## src/rtl/snoop_pkg.sv

```systemverilog
// Shared encodings for the MSI snoop responder and the CPU-side cache controller.
package snoop_pkg;

  localparam int unsigned ST_W  = 2;
  localparam int unsigned MSG_W = 2;

  localparam logic [ST_W-1:0] ST_INV = 2'b00;
  localparam logic [ST_W-1:0] ST_EXC = 2'b01;
  localparam logic [ST_W-1:0] ST_SHR = 2'b10;

  localparam logic [MSG_W-1:0] MSG_RD_MISS = 2'b00;
  localparam logic [MSG_W-1:0] MSG_WR_MISS = 2'b01;
  localparam logic [MSG_W-1:0] MSG_INV     = 2'b10;
  localparam logic [MSG_W-1:0] MSG_EMPTY   = 2'b11;

  typedef enum logic [1:0] {
    S_IDLE      = 2'd0,
    S_LOOKUP    = 2'd1,
    S_WRITEBACK = 2'd2,
    S_DONE      = 2'd3
  } snoop_fsm_e;

  // Line state after a snoop hit by the given bus message.
  function automatic logic [ST_W-1:0] snoop_next_state(input logic [ST_W-1:0] st,
                                                       input logic [MSG_W-1:0] msg);
    logic [ST_W-1:0] nxt;
    nxt = st;
    case (msg)
      MSG_RD_MISS: if (st == ST_EXC) nxt = ST_SHR;
      MSG_WR_MISS,
      MSG_INV:     nxt = ST_INV;
      default:     nxt = st;
    endcase
    return nxt;
  endfunction

  // The unused 2'b11 encoding is stored as invalid.
  function automatic logic [ST_W-1:0] snoop_norm_state(input logic [ST_W-1:0] st);
    return (st == 2'b11) ? ST_INV : st;
  endfunction

endpackage

```

## src/rtl/snoop_bus_responder_if.sv

```systemverilog
// Bus, CPU-update, CPU-read and write-back signals of the snoop responder.
interface snoop_bus_responder_if #(
  parameter int unsigned LINES = 4,
  parameter int unsigned TAG_W = 8
);
  localparam int unsigned IDX_W = $clog2(LINES);

  logic             bus_valid;
  logic             bus_ready;
  logic [1:0]       bus_msg;
  logic [IDX_W-1:0] bus_idx;
  logic [TAG_W-1:0] bus_tag;

  logic             cpu_upd_valid;
  logic             cpu_upd_ready;
  logic [IDX_W-1:0] cpu_upd_idx;
  logic [TAG_W-1:0] cpu_upd_tag;
  logic [1:0]       cpu_upd_state;

  logic [IDX_W-1:0] cpu_rd_idx;
  logic [1:0]       cpu_rd_state;
  logic [TAG_W-1:0] cpu_rd_tag;

  logic             wb_valid;
  logic             wb_ready;
  logic [IDX_W-1:0] wb_idx;
  logic [TAG_W-1:0] wb_tag;

  logic             abort_mem;
  logic             snoop_done;
  logic             snoop_hit;

  modport master (
    output bus_valid, bus_msg, bus_idx, bus_tag,
    output cpu_upd_valid, cpu_upd_idx, cpu_upd_tag, cpu_upd_state, cpu_rd_idx, wb_ready,
    input  bus_ready, cpu_upd_ready, cpu_rd_state, cpu_rd_tag,
    input  wb_valid, wb_idx, wb_tag, abort_mem, snoop_done, snoop_hit
  );

  modport slave (
    input  bus_valid, bus_msg, bus_idx, bus_tag,
    input  cpu_upd_valid, cpu_upd_idx, cpu_upd_tag, cpu_upd_state, cpu_rd_idx, wb_ready,
    output bus_ready, cpu_upd_ready, cpu_rd_state, cpu_rd_tag,
    output wb_valid, wb_idx, wb_tag, abort_mem, snoop_done, snoop_hit
  );

endinterface

```

## src/rtl/snoop_line_array.sv

```systemverilog
// Per-line tag/state storage: combinational CPU read, registered lookup, CPU and snoop writes.
module snoop_line_array
  import snoop_pkg::*;
#(
  parameter  int unsigned LINES = 4,
  parameter  int unsigned TAG_W = 8,
  localparam int unsigned IDX_W = $clog2(LINES)
) (
  input  logic             clock,
  input  logic             reset_n,
  input  logic [IDX_W-1:0] rd_idx_i,
  output logic [ST_W-1:0]  rd_state_o,
  output logic [TAG_W-1:0] rd_tag_o,
  input  logic             lk_en_i,
  input  logic [IDX_W-1:0] lk_idx_i,
  output logic [ST_W-1:0]  lk_state_o,
  output logic [TAG_W-1:0] lk_tag_o,
  input  logic             cpu_we_i,
  input  logic [IDX_W-1:0] cpu_idx_i,
  input  logic [TAG_W-1:0] cpu_tag_i,
  input  logic [ST_W-1:0]  cpu_state_i,
  input  logic             sn_we_i,
  input  logic [IDX_W-1:0] sn_idx_i,
  input  logic [ST_W-1:0]  sn_state_i
);

  logic [ST_W-1:0]  st_q  [LINES];
  logic [TAG_W-1:0] tag_q [LINES];
  logic [ST_W-1:0]  lk_state_q;
  logic [TAG_W-1:0] lk_tag_q;

  logic cpu_wins_c, cpu_fwd_c, sn_fwd_c;

  assign cpu_wins_c = cpu_we_i && !(sn_we_i && (sn_idx_i == cpu_idx_i));
  assign cpu_fwd_c  = cpu_wins_c && (cpu_idx_i == lk_idx_i);
  assign sn_fwd_c   = sn_we_i && (sn_idx_i == lk_idx_i);

  assign rd_state_o = st_q[rd_idx_i];
  assign rd_tag_o   = tag_q[rd_idx_i];
  assign lk_state_o = lk_state_q;
  assign lk_tag_o   = lk_tag_q;

  // A write landing on the same edge as the lookup is forwarded so the lookup sees it.
  always_ff @(posedge clock or negedge reset_n) begin
    if (!reset_n) begin
      for (int i = 0; i < int'(LINES); i++) begin
        st_q[i]  <= ST_INV;
        tag_q[i] <= '0;
      end
      lk_state_q <= ST_INV;
      lk_tag_q   <= '0;
    end else begin
      if (sn_we_i) st_q[sn_idx_i] <= sn_state_i;
      if (cpu_wins_c) begin
        st_q[cpu_idx_i]  <= cpu_state_i;
        tag_q[cpu_idx_i] <= cpu_tag_i;
      end
      if (lk_en_i) begin
        lk_state_q <= sn_fwd_c ? sn_state_i : (cpu_fwd_c ? cpu_state_i : st_q[lk_idx_i]);
        lk_tag_q   <= cpu_fwd_c ? cpu_tag_i : tag_q[lk_idx_i];
      end
    end
  end

endmodule

```

## src/rtl/snoop_bus_responder.sv

```systemverilog
// Snoop side of the MSI controller: looks up bus messages, downgrades lines, requests write-backs.
// Optional SNOOP_TRACE_EN prints each completed snoop transaction.
module snoop_bus_responder
  import snoop_pkg::*;
#(
  parameter int unsigned LINES = 4,
  parameter int unsigned TAG_W = 8
) (
  input logic                 clock,
  input logic                 reset_n,
  snoop_bus_responder_if.slave bus
);

  localparam int unsigned IDX_W = $clog2(LINES);

  snoop_fsm_e       state_q, state_d;
  logic [MSG_W-1:0] cap_msg_q, cap_msg_d;
  logic [IDX_W-1:0] cap_idx_q, cap_idx_d;
  logic [TAG_W-1:0] cap_tag_q, cap_tag_d;
  logic             hit_q, hit_d;
  logic [ST_W-1:0]  new_st_q, new_st_d;
  logic             wb_valid_q, wb_valid_d;
  logic [IDX_W-1:0] wb_idx_q, wb_idx_d;
  logic [TAG_W-1:0] wb_tag_q, wb_tag_d;
  logic             abort_q, abort_d;
  logic             done_q, done_d;
  logic             snoop_hit_q, snoop_hit_d;
  logic             bus_ready_q, bus_ready_d;
  logic             upd_ready_q, upd_ready_d;

  logic             lk_en, sn_we, cpu_we;
  logic [ST_W-1:0]  lk_state;
  logic [TAG_W-1:0] lk_tag;
  logic             lk_hit_c, lk_wb_c;

  assign cpu_we = bus.cpu_upd_valid && upd_ready_q;

  snoop_line_array #(.LINES(LINES), .TAG_W(TAG_W)) u_lines (
    .clock       (clock),
    .reset_n     (reset_n),
    .rd_idx_i    (bus.cpu_rd_idx),
    .rd_state_o  (bus.cpu_rd_state),
    .rd_tag_o    (bus.cpu_rd_tag),
    .lk_en_i     (lk_en),
    .lk_idx_i    (bus.bus_idx),
    .lk_state_o  (lk_state),
    .lk_tag_o    (lk_tag),
    .cpu_we_i    (cpu_we),
    .cpu_idx_i   (bus.cpu_upd_idx),
    .cpu_tag_i   (bus.cpu_upd_tag),
    .cpu_state_i (snoop_norm_state(bus.cpu_upd_state)),
    .sn_we_i     (sn_we),
    .sn_idx_i    (cap_idx_q),
    .sn_state_i  (new_st_q)
  );

  // Empty messages never hit; only an exclusive line hit by a miss needs a write-back.
  assign lk_hit_c = (cap_msg_q != MSG_EMPTY) && (lk_state != ST_INV) && (lk_tag == cap_tag_q);
  assign lk_wb_c  = lk_hit_c && (lk_state == ST_EXC) &&
                    ((cap_msg_q == MSG_RD_MISS) || (cap_msg_q == MSG_WR_MISS));

  always_comb begin
    state_d     = state_q;
    cap_msg_d   = cap_msg_q;
    cap_idx_d   = cap_idx_q;
    cap_tag_d   = cap_tag_q;
    hit_d       = hit_q;
    new_st_d    = new_st_q;
    wb_valid_d  = 1'b0;
    wb_idx_d    = wb_idx_q;
    wb_tag_d    = wb_tag_q;
    abort_d     = 1'b0;
    done_d      = 1'b0;
    snoop_hit_d = 1'b0;
    lk_en       = 1'b0;
    sn_we       = 1'b0;
    case (state_q)
      S_IDLE: begin
        if (bus.bus_valid) begin
          cap_msg_d = bus.bus_msg;
          cap_idx_d = bus.bus_idx;
          cap_tag_d = bus.bus_tag;
          lk_en     = 1'b1;
          state_d   = S_LOOKUP;
        end
      end
      S_LOOKUP: begin
        hit_d    = lk_hit_c;
        new_st_d = lk_hit_c ? snoop_next_state(lk_state, cap_msg_q) : lk_state;
        if (lk_wb_c) begin
          state_d    = S_WRITEBACK;
          wb_valid_d = 1'b1;
          abort_d    = 1'b1;
          wb_idx_d   = cap_idx_q;
          wb_tag_d   = cap_tag_q;
        end else begin
          state_d     = S_DONE;
          done_d      = 1'b1;
          snoop_hit_d = lk_hit_c;
        end
      end
      S_WRITEBACK: begin
        wb_valid_d = 1'b1;
        if (bus.wb_ready) begin
          wb_valid_d  = 1'b0;
          state_d     = S_DONE;
          done_d      = 1'b1;
          snoop_hit_d = hit_q;
        end
      end
      S_DONE: begin
        sn_we   = hit_q;
        state_d = S_IDLE;
      end
      default: state_d = S_IDLE;
    endcase
    bus_ready_d = (state_d == S_IDLE);
    upd_ready_d = (state_d == S_IDLE);
  end

  always_ff @(posedge clock or negedge reset_n) begin
    if (!reset_n) begin
      state_q     <= S_IDLE;
      cap_msg_q   <= MSG_RD_MISS;
      cap_idx_q   <= '0;
      cap_tag_q   <= '0;
      hit_q       <= 1'b0;
      new_st_q    <= ST_INV;
      wb_valid_q  <= 1'b0;
      wb_idx_q    <= '0;
      wb_tag_q    <= '0;
      abort_q     <= 1'b0;
      done_q      <= 1'b0;
      snoop_hit_q <= 1'b0;
      bus_ready_q <= 1'b1;
      upd_ready_q <= 1'b1;
    end else begin
      state_q     <= state_d;
      cap_msg_q   <= cap_msg_d;
      cap_idx_q   <= cap_idx_d;
      cap_tag_q   <= cap_tag_d;
      hit_q       <= hit_d;
      new_st_q    <= new_st_d;
      wb_valid_q  <= wb_valid_d;
      wb_idx_q    <= wb_idx_d;
      wb_tag_q    <= wb_tag_d;
      abort_q     <= abort_d;
      done_q      <= done_d;
      snoop_hit_q <= snoop_hit_d;
      bus_ready_q <= bus_ready_d;
      upd_ready_q <= upd_ready_d;
    end
  end

  assign bus.bus_ready     = bus_ready_q;
  assign bus.cpu_upd_ready = upd_ready_q;
  assign bus.wb_valid      = wb_valid_q;
  assign bus.wb_idx        = wb_idx_q;
  assign bus.wb_tag        = wb_tag_q;
  assign bus.abort_mem     = abort_q;
  assign bus.snoop_done    = done_q;
  assign bus.snoop_hit     = snoop_hit_q;

`ifdef SNOOP_TRACE_EN
  always_ff @(posedge clock) begin
    if (state_q == S_DONE) begin
      $display("snoop: msg=%0d idx=%0d tag=%0h state %02b -> %02b",
               cap_msg_q, cap_idx_q, cap_tag_q, lk_state, new_st_q);
      if (hit_q && (lk_state == ST_EXC) &&
          ((cap_msg_q == MSG_RD_MISS) || (cap_msg_q == MSG_WR_MISS)))
        $display("Write-back block; abort memory access");
    end
  end
`else
`endif

endmodule

```

## src/flat_wrapper.sv

```systemverilog
// flat-port wrapper written by rule: the top's interface ports become plain ports
module snoop_bus_responder_flat import snoop_pkg::*;
#(
  parameter int unsigned LINES = 4,
  parameter int unsigned TAG_W = 8
)
  (clock, reset_n, bus_bus_valid, bus_bus_msg, bus_bus_idx, bus_bus_tag, bus_cpu_upd_valid, bus_cpu_upd_idx, bus_cpu_upd_tag, bus_cpu_upd_state, bus_cpu_rd_idx, bus_wb_ready, bus_bus_ready, bus_cpu_upd_ready, bus_cpu_rd_state, bus_cpu_rd_tag, bus_wb_valid, bus_wb_idx, bus_wb_tag, bus_abort_mem, bus_snoop_done, bus_snoop_hit);
  snoop_bus_responder_if #(.LINES(LINES), .TAG_W(TAG_W)) bus_i ();
  input logic clock;
  input logic reset_n;
  input wire logic [$bits(bus_i.bus_valid)-1:0] bus_bus_valid;
  input wire logic [$bits(bus_i.bus_msg)-1:0] bus_bus_msg;
  input wire logic [$bits(bus_i.bus_idx)-1:0] bus_bus_idx;
  input wire logic [$bits(bus_i.bus_tag)-1:0] bus_bus_tag;
  input wire logic [$bits(bus_i.cpu_upd_valid)-1:0] bus_cpu_upd_valid;
  input wire logic [$bits(bus_i.cpu_upd_idx)-1:0] bus_cpu_upd_idx;
  input wire logic [$bits(bus_i.cpu_upd_tag)-1:0] bus_cpu_upd_tag;
  input wire logic [$bits(bus_i.cpu_upd_state)-1:0] bus_cpu_upd_state;
  input wire logic [$bits(bus_i.cpu_rd_idx)-1:0] bus_cpu_rd_idx;
  input wire logic [$bits(bus_i.wb_ready)-1:0] bus_wb_ready;
  output wire logic [$bits(bus_i.bus_ready)-1:0] bus_bus_ready;
  output wire logic [$bits(bus_i.cpu_upd_ready)-1:0] bus_cpu_upd_ready;
  output wire logic [$bits(bus_i.cpu_rd_state)-1:0] bus_cpu_rd_state;
  output wire logic [$bits(bus_i.cpu_rd_tag)-1:0] bus_cpu_rd_tag;
  output wire logic [$bits(bus_i.wb_valid)-1:0] bus_wb_valid;
  output wire logic [$bits(bus_i.wb_idx)-1:0] bus_wb_idx;
  output wire logic [$bits(bus_i.wb_tag)-1:0] bus_wb_tag;
  output wire logic [$bits(bus_i.abort_mem)-1:0] bus_abort_mem;
  output wire logic [$bits(bus_i.snoop_done)-1:0] bus_snoop_done;
  output wire logic [$bits(bus_i.snoop_hit)-1:0] bus_snoop_hit;
  assign bus_i.bus_valid = bus_bus_valid;
  assign bus_i.bus_msg = bus_bus_msg;
  assign bus_i.bus_idx = bus_bus_idx;
  assign bus_i.bus_tag = bus_bus_tag;
  assign bus_i.cpu_upd_valid = bus_cpu_upd_valid;
  assign bus_i.cpu_upd_idx = bus_cpu_upd_idx;
  assign bus_i.cpu_upd_tag = bus_cpu_upd_tag;
  assign bus_i.cpu_upd_state = bus_cpu_upd_state;
  assign bus_i.cpu_rd_idx = bus_cpu_rd_idx;
  assign bus_i.wb_ready = bus_wb_ready;
  assign bus_bus_ready = bus_i.bus_ready;
  assign bus_cpu_upd_ready = bus_i.cpu_upd_ready;
  assign bus_cpu_rd_state = bus_i.cpu_rd_state;
  assign bus_cpu_rd_tag = bus_i.cpu_rd_tag;
  assign bus_wb_valid = bus_i.wb_valid;
  assign bus_wb_idx = bus_i.wb_idx;
  assign bus_wb_tag = bus_i.wb_tag;
  assign bus_abort_mem = bus_i.abort_mem;
  assign bus_snoop_done = bus_i.snoop_done;
  assign bus_snoop_hit = bus_i.snoop_hit;
  snoop_bus_responder #(.LINES(LINES), .TAG_W(TAG_W)) u_core (.clock(clock), .reset_n(reset_n), .bus(bus_i));
endmodule
```

## config.mk

```make
export PLATFORM = sky130hd
export DESIGN_NAME = snoop_bus_responder_flat
export DESIGN_NICKNAME = d
export VERILOG_FILES = /design/src/rtl/snoop_pkg.sv /design/src/rtl/snoop_bus_responder_if.sv /design/src/rtl/snoop_line_array.sv /design/src/rtl/snoop_bus_responder.sv /design/src/flat_wrapper.sv
export SDC_FILE = /design/constraint.sdc
export NUM_CORES = 1
export LEC_CHECK = 0
export BUFFER_PORTS_ARGS = -buffer_cell sky130_fd_sc_hd__buf_2
export CORE_MARGIN = 5
export CORE_UTILIZATION = 50
export CTS_CLUSTER_SIZE = 10
export DETAILED_ROUTE_END_ITERATION = 12
export GPL_TIMING_DRIVEN = 0
export PLACE_DENSITY = 0.83
export REMOVE_ABC_BUFFERS = 1
export SYNTH_ARGS = -nofsm -noshare
export SYNTH_HDL_FRONTEND = slang
export SYNTH_HIERARCHICAL = 1
export SYNTH_SLANG_ARGS = --single-unit
```

## constraint.sdc

```tcl
create_clock -name clock -period 2.4 [get_ports clock]
set_input_delay 0.36 -clock clock [delete_from_list [all_inputs] [get_ports clock]]
set_output_delay 0.36 -clock clock [all_outputs]
set_load 0.005 [all_outputs]
```

After elaboration in Yosys (flattened, before gate mapping)

Index checks and enable logic that the tools add are counted.

Bits in registers: 82
Input bits: 31
Output and inout port bits: 26

Magnitude comparators: 6
Eq/ne operators: 12
Mux-type cells: 47
Bitwise gates (word level): 4
Reduce and logical (&&, ||, !) cells: 20

Operators by type and width:

| cell                                                       | number |
|---|---|
| two-way mux 8 bit                                          | 8 |
| binary-select mux 8 bit (select 2 bit)                     | 2 |
| bitwise mux 32 bit                                         | 1 |
| two-way mux 2 bit                                          | 13 |
| bitwise mux 8 bit                                          | 2 |
| demux 8 bit (select 2 bit)                                 | 1 |
| >= comparator 3 bit, second input constant                 | 4 |
| inverter 2 -> 3 bit                                        | 4 |
| logical AND 1 bit                                          | 11 |
| two-way mux 1 bit                                          | 11 |
| binary-select mux 2 bit (select 2 bit)                     | 2 |
| demux 2 bit (select 2 bit)                                 | 2 |
| equality test 2 bit, second input constant                 | 4 |
| equality test 8 bit                                        | 1 |
| one-hot mux 2 bit (4 select lines)                         | 1 |
| equality test 2 x 1 -> 1 bit, second input constant        | 3 |
| equality test 2 bit                                        | 3 |
| logical NOT 2 bit                                          | 3 |
| less-than comparator 3 x 1 -> 1 bit, second input constant | 2 |
| one-hot mux 1 bit (2 select lines)                         | 3 |
| one-hot mux 2 bit (2 select lines)                         | 1 |
| AND reduction 2 bit                                        | 2 |
| != test 2 bit, second input constant                       | 1 |
| nonzero test 2 bit                                         | 1 |
| 3 further kinds                                            | 3 |

Longest topological paths before layout

Depth in word-level cells: 9
Gate-level depth with buffers: 9
Mapped depth without buffers: 8

Cells and area by module

Netlist, hierarchy kept.

Modules (own cells, without submodules):

| module              | times used | cells an instance | area each (µm²) | sequential area each (µm²) |
|---|---|---|---|---|
| snoop_line_array    | 1          | 214               | 2,882.8         | 1,251.2 |
| snoop_bus_responder | 1          | 123               | 1,510.2         | 802.0 |

Worst setup path before layout

No wires, ideal clock.

Kind: register to register
Start: register u_core.state_q[0]
End: register u_core.u_lines.lk_state_q[1] (netlist: u_core/u_lines/lk_state_o[1])
Arrival: 1.823 ns
Slack: 0.448 ns
Stages on the path, launching flop included: 10
Buffers on the path: 1
Cell sequence: dfrtp_1 -> inv_1 -> ha_1 -> nand2_1 -> clkbuf_1 -> inv_1 -> or2_2 -> and2_1 -> nand4_1 -> nand3_1

RTL lines:

| what                     | RTL line                   | text |
|---|---|---|
| start: declaration       | snoop_bus_responder.sv:16  | `snoop_fsm_e state_q, state_d;` |
| start signal: assignment | snoop_bus_responder.sv:138 | `state_q <= state_d;` |
| logical NOT 2 bit        | snoop_bus_responder.sv:77  | `case (state_q)` |
| two-way mux 1 bit        | snoop_bus_responder.sv:77  |  |
| via u_core.lk_en         | snoop_bus_responder.sv:31  | `logic lk_en, sn_we, cpu_we;` |
| end signal: assignment   | snoop_line_array.sv:59     | `lk_state_q <= sn_fwd_c ? sn_state_i : (cpu_fwd_c ? cpu_state_i : st_q[lk_idx_i]);` |
| end: declaration         | snoop_line_array.sv:29     | `logic [ST_W-1:0] lk_state_q;` |

The timed path passes the listed nets, and every way through them passes these cells.
A chain may end at the register's enable or synchronous reset.

Worst setup path in the final report

Start: register u_core.upd_ready_q (netlist: u_core/bus.cpu_upd_ready)
End: register u_core/u_lines/tag_q[0] in the netlist's numbering

Longest elaborated chain between the ends: 2

Ends and longest elaborated chain:

| what                           | RTL line                   | text |
|---|---|---|
| start: declaration             | snoop_bus_responder.sv:29  | `logic upd_ready_q, upd_ready_d;` |
| start signal: assignment       | snoop_bus_responder.sv:151 | `upd_ready_q <= upd_ready_d;` |
| logical AND 1 bit              | snoop_bus_responder.sv:36  | `assign cpu_we = bus.cpu_upd_valid && upd_ready_q;` |
| via u_core.cpu_we              | snoop_bus_responder.sv:31  |  |
| logical AND 1 bit              | snoop_line_array.sv:34     | `assign cpu_wins_c = cpu_we_i && !(sn_we_i && (sn_idx_i == cpu_idx_i));` |
| end signal: indexed assignment | snoop_line_array.sv:56     | `tag_q[cpu_idx_i] <= cpu_tag_i;` |
| end: declaration               | snoop_line_array.sv:28     | `logic [TAG_W-1:0] tag_q [LINES];` |

The timed path passes the listed nets, and every way through them passes these cells.

==> metrics.log <==
[metrics] layout cell share with drive strength beyond 1: between 40% and 50%
[metrics] netlist area before placement: 0.004393 sq mm
[metrics] switching pwr: 1.952 mW
[metrics] number of warnings reported in the yosys synthesis log: 6
[metrics] ant diodes: 0
[metrics] Rows: 34
[metrics] hold violation total from the final report: 0
[metrics] number of unique standard cell types used by synthesis: 44
[metrics] first-pass GRT wire length: 15730 microns
[metrics] final setup TNS: 0 ns
[metrics] core utilization of the finished layout: 58.00%
[metrics] routability-driven placement congestion ratio: 0.8170
[metrics] vias post-DR: approximately 3000
[metrics] switch share: 34.34%
[metrics] Pwr Total: 5.683 mW
[metrics] worst-path fanout max: 12
[metrics] Worst Setup End Kind: flop
[metrics] buffer type at the clock tree root: clkbuf_8
[metrics] Max H-tree Level: 3
[metrics] launching element type of the critical path: flop
[metrics] worst path required time: 2.64 ns
[metrics] via density per instance: 5.824
[metrics] Leakage: ~2.3 nW
[metrics] core footprint: 0.008636 sq mm
[metrics] count of placed standard cells in the final layout, fillers left out: 501
[metrics] total length of routed wires: 9352 microns
[metrics] final setup violation count: 0
[metrics] die boundary width: 103.7 microns
[metrics] routed len/inst: approximately 19 microns
[metrics] worst hold path class: input pin to flop
[metrics] combinational share of power: 36.8%
[metrics] clock transition at the register clock pins on the worst setup and hold paths after CTS: 0.08 ns
[metrics] height of the chip: 103.7 microns
[metrics] GRT Overall Usage: 17.88%
[metrics] global-route met3 utilization: 3.918%
[metrics] worst IR drop on VDD: 0.0003845 V
[metrics] status: completed
[metrics] number of enable-type register cells in the synthesized netlist: 0
[metrics] area used by multi-input combinational logic: 0.002217 sq mm
[metrics] count of final max-slew check failures: 0
[metrics] DIE AREA: roughly 0.011 sq mm
[metrics] number of cells on the worst reg-to-reg path: 4
[metrics] shortest period the worst path allows: 2.295 ns
[metrics] cells after synthesis: 337
[metrics] Crit path largest cell delay: between 0.8 and 0.9 ns
[metrics] Sequential Area: 0.002053 sq mm
[metrics] part of the Yosys area used for sequential elements: 46.74%
[metrics] number of nets in the layout: 425
[metrics] Global Route met1 Usage: 24.20%
[metrics] insertion delay of the later-clocked pin in the worst-skew pair: about 0.36 ns
[metrics] max_slew headroom: 36.35%
[metrics] Area Growth Syn to Fin: 14.01%
[metrics] cells traversed along the worst timing path: and2_1, nand2_1, a311oi_4, mux2_2
[metrics] Hold Path Depth: 3
[metrics] count of buffers inserted at the top-level ports: 56
[metrics] CTS tree: yes
[metrics] number of cells in the design after placement: 482
[metrics] TritonCTS Buffers: 9
[metrics] Worst-Margin Slew: approximately 0.95 ns
[metrics] sequential share of power: between 40% and 50%
[metrics] half-perimeter wire length after detailed placement: between 6000 and 7000 microns
[metrics] clock network power share: 19.2%
[metrics] leading cell type in the layout, fill and taps excluded: dfrtp_1
[metrics] total overflow reported by the global router: 0
[metrics] Bufs on Longest Clock Path: 2
[metrics] Slowest cell on crit path: a311oi_4
[metrics] drc violations: 0
[metrics] arrival time of the worst setup path: about 2.5 ns
[metrics] num ports: 57
[metrics] Post-DRT Antenna Nets: 0
[metrics] initial standard-cell utilization of the core: approximately 51%
[metrics] synthesis-stage register bit count: 82
[metrics] Clock Sink Count: about 80
[metrics] pin count of the biggest net entering global routing: 60
[metrics] Setup CP Type: flop to flop
[metrics] TritonRoute pass-1 iters: 4
[metrics] number of violations reported at the end of detailed-routing iteration 0: 145
[metrics] met2 demand-to-capacity share in global routing: approximately 28%
[metrics] busiest metal layer after global routing: met2
[metrics] max-cap violation count: 0
[metrics] power density over cell area: approximately 1100 mW/mm^2
[metrics] synthesized area per cell: 13.04 sq um
[metrics] fill count: 691
[metrics] achievable frequency: 435.6 MHz
[metrics] ys flop type: dfrtp_1
[metrics] cell internal power dissipation: 3.731 mW
[metrics] number of antenna violations at the first check in global routing: 0
[metrics] vias in the first global route: around 3000
[metrics] crit share post-route: a little over nine tenths
[metrics] FFs w/ async S/R, synth: 100.0%
[metrics] Final Skew: 0.01060 ns
[metrics] top library cells by usage in the layout, fill and taps aside: 81 x dfrtp_1, 55 x buf_2, 33 x mux2_4
-- cell type report --
cell class                 count  area share, %
multi-input combinational    223          44.27
timing repair buffer          60          6.695
clock buffer                   9          2.473
tap                          108          2.698
sequential                    82          40.99
inverter                      12         0.9743
timing repair inverter         1        0.09993
clock inverter                 6          1.799
-- power by group through the flow --
| stage | clock network [mW] | logic [mW] | registers, mW |
|---|---|---|---|
| floorplan | 0 | 1.57 | 2.36 |
| CTS | 1.11 | 2.09 | 2.49 |
| finish | 1.09 | 2.09 | 2.50 |
| detailed placement | 0 | 2.04 | 2.52 |
| global route | 1.17 | 2.30 | 2.58 |
| global placement | 0 | 1.95 | 2.45 |
-- cells by family after synthesis --
| logic type | after synthesis | synth area share (%) |
|---|---|---|
| DFF | 82 | 46.74 |
| and+or+nand+nor | 74 | 8.459 |
| adders and majority gates | 5 | 1.424 |
| buffers and inverters | 32 | 3.902 |
| muxes | 80 | 28.23 |
| xor gates and xnor gates | 14 | 3.133 |
| AOI/OAI and AO/OA | 50 | 8.118 |
-- state kept, by name (all words and copies together) (netlist names), 2 cells and up --
name and cells:
u_core/u_lines/tag_q 32, u_core/bus.wb_tag 8, u_core/cap_tag_q 8, u_core/u_lines/lk_tag_o 8, u_core/u_lines/st_q 8, u_core/bus.wb_idx 2, u_core/cap_idx_q 2, u_core/cap_msg_q 2
u_core/new_st_q 2, u_core/state_q 2, u_core/u_lines/lk_state_o 2
-- critical path, delay by kind of cell, from the launching register on --
| family | cells | cell delay (ns) |
|---|---|---|
| multiplexers | 1 | 0.41 |
| AND/OR/NAND/NOR | 2 | 0.40 |
| AO/OA/AOI/OAI | 1 | 0.82 |
| flip-flops | 1 | 0.55 |
-- worst paths after layout --
kind                                                     from                             endpoint  slack (ns)
setup / recovery           u_core/bus.cpu_upd_ready$_DFF_PN1_  u_core/u_lines/tag_q[0]$_DFFE_PN0P_        0.10
hold / removal                                 bus_bus_tag[6]      u_core/cap_tag_q[6]$_DFFE_PN0P_        0.20
setup reg to reg           u_core/bus.cpu_upd_ready$_DFF_PN1_  u_core/u_lines/tag_q[0]$_DFFE_PN0P_        0.10
hold reg to reg              u_core/bus.wb_tag[1]$_DFFE_PN0P_     u_core/bus.wb_tag[1]$_DFFE_PN0P_        0.51
max in group asynchronous                             reset_n   u_core/bus.cpu_upd_ready$_DFF_PN1_        1.35
min in group asynchronous                             reset_n        u_core/bus.wb_valid$_DFF_PN0_        0.44
-- repair_timing --
action | in CTS | in global routing
setup buffers | 0 | 2
pin swaps | 0 | 1
hold endpoints to repair | 23 | 0
resized for setup | 4 | 3
endpoints found under the setup margin | 41 | 29
hold buffers | 1 | 0
cloned | 1 | 0
-- synth_stat cells, types with 2 or more instances --
cell	number	area, sq um
and2_1	5	31.28
o2111ai_1	2	17.52
ha_1	5	62.56
xor2_1	7	61.31
nor2_1	14	52.55
clkbuf_1	5	18.77
a2bb2oi_1	2	17.52
nand3b_1	2	15.01
mux2_4	33	495.5
mux4_2	20	450.4
inv_1	12	45.04
buf_6	5	56.30
mux2i_1	8	80.08
nand3_1	14	70.07
a31oi_1	9	56.30
mux2_2	19	214.0
xnor2_1	5	43.79
dfrtp_1	81	2027
buf_2	8	40.04
nand4_1	4	25.02
o21ai_0	21	105.1
nand2_1	23	86.33
a311oi_2	4	60.06
a21oi_1	4	20.02
or2_2	2	12.51
nor2b_1	3	18.77
xnor2_2	2	32.53
o32ai_1	2	17.52
-- metrics by stage --
step	cell area [sq um]	hold WS [ns]	setup slack [ns]
final	5009	0.2023	0.1046
after global routing	5009	0.2266	-0.007677
after global placement	4682	0.4873	-0.1001
after CTS	4970	0.1958	-0.1621
after detailed placement	4712	0.2799	-0.2032
after floorplan	4267	0.06441	0.2717
-- routing by layer --
metal | vias up | share of wire [%]
met2 | 83 | 50
met1 | 1481 | 43
met3 | 13 | 5.1
li1 | 1341 | -
met4 | 0 | 1.4
met5 | - | 0
Note: power is estimated with default switching activity, not from simulation.
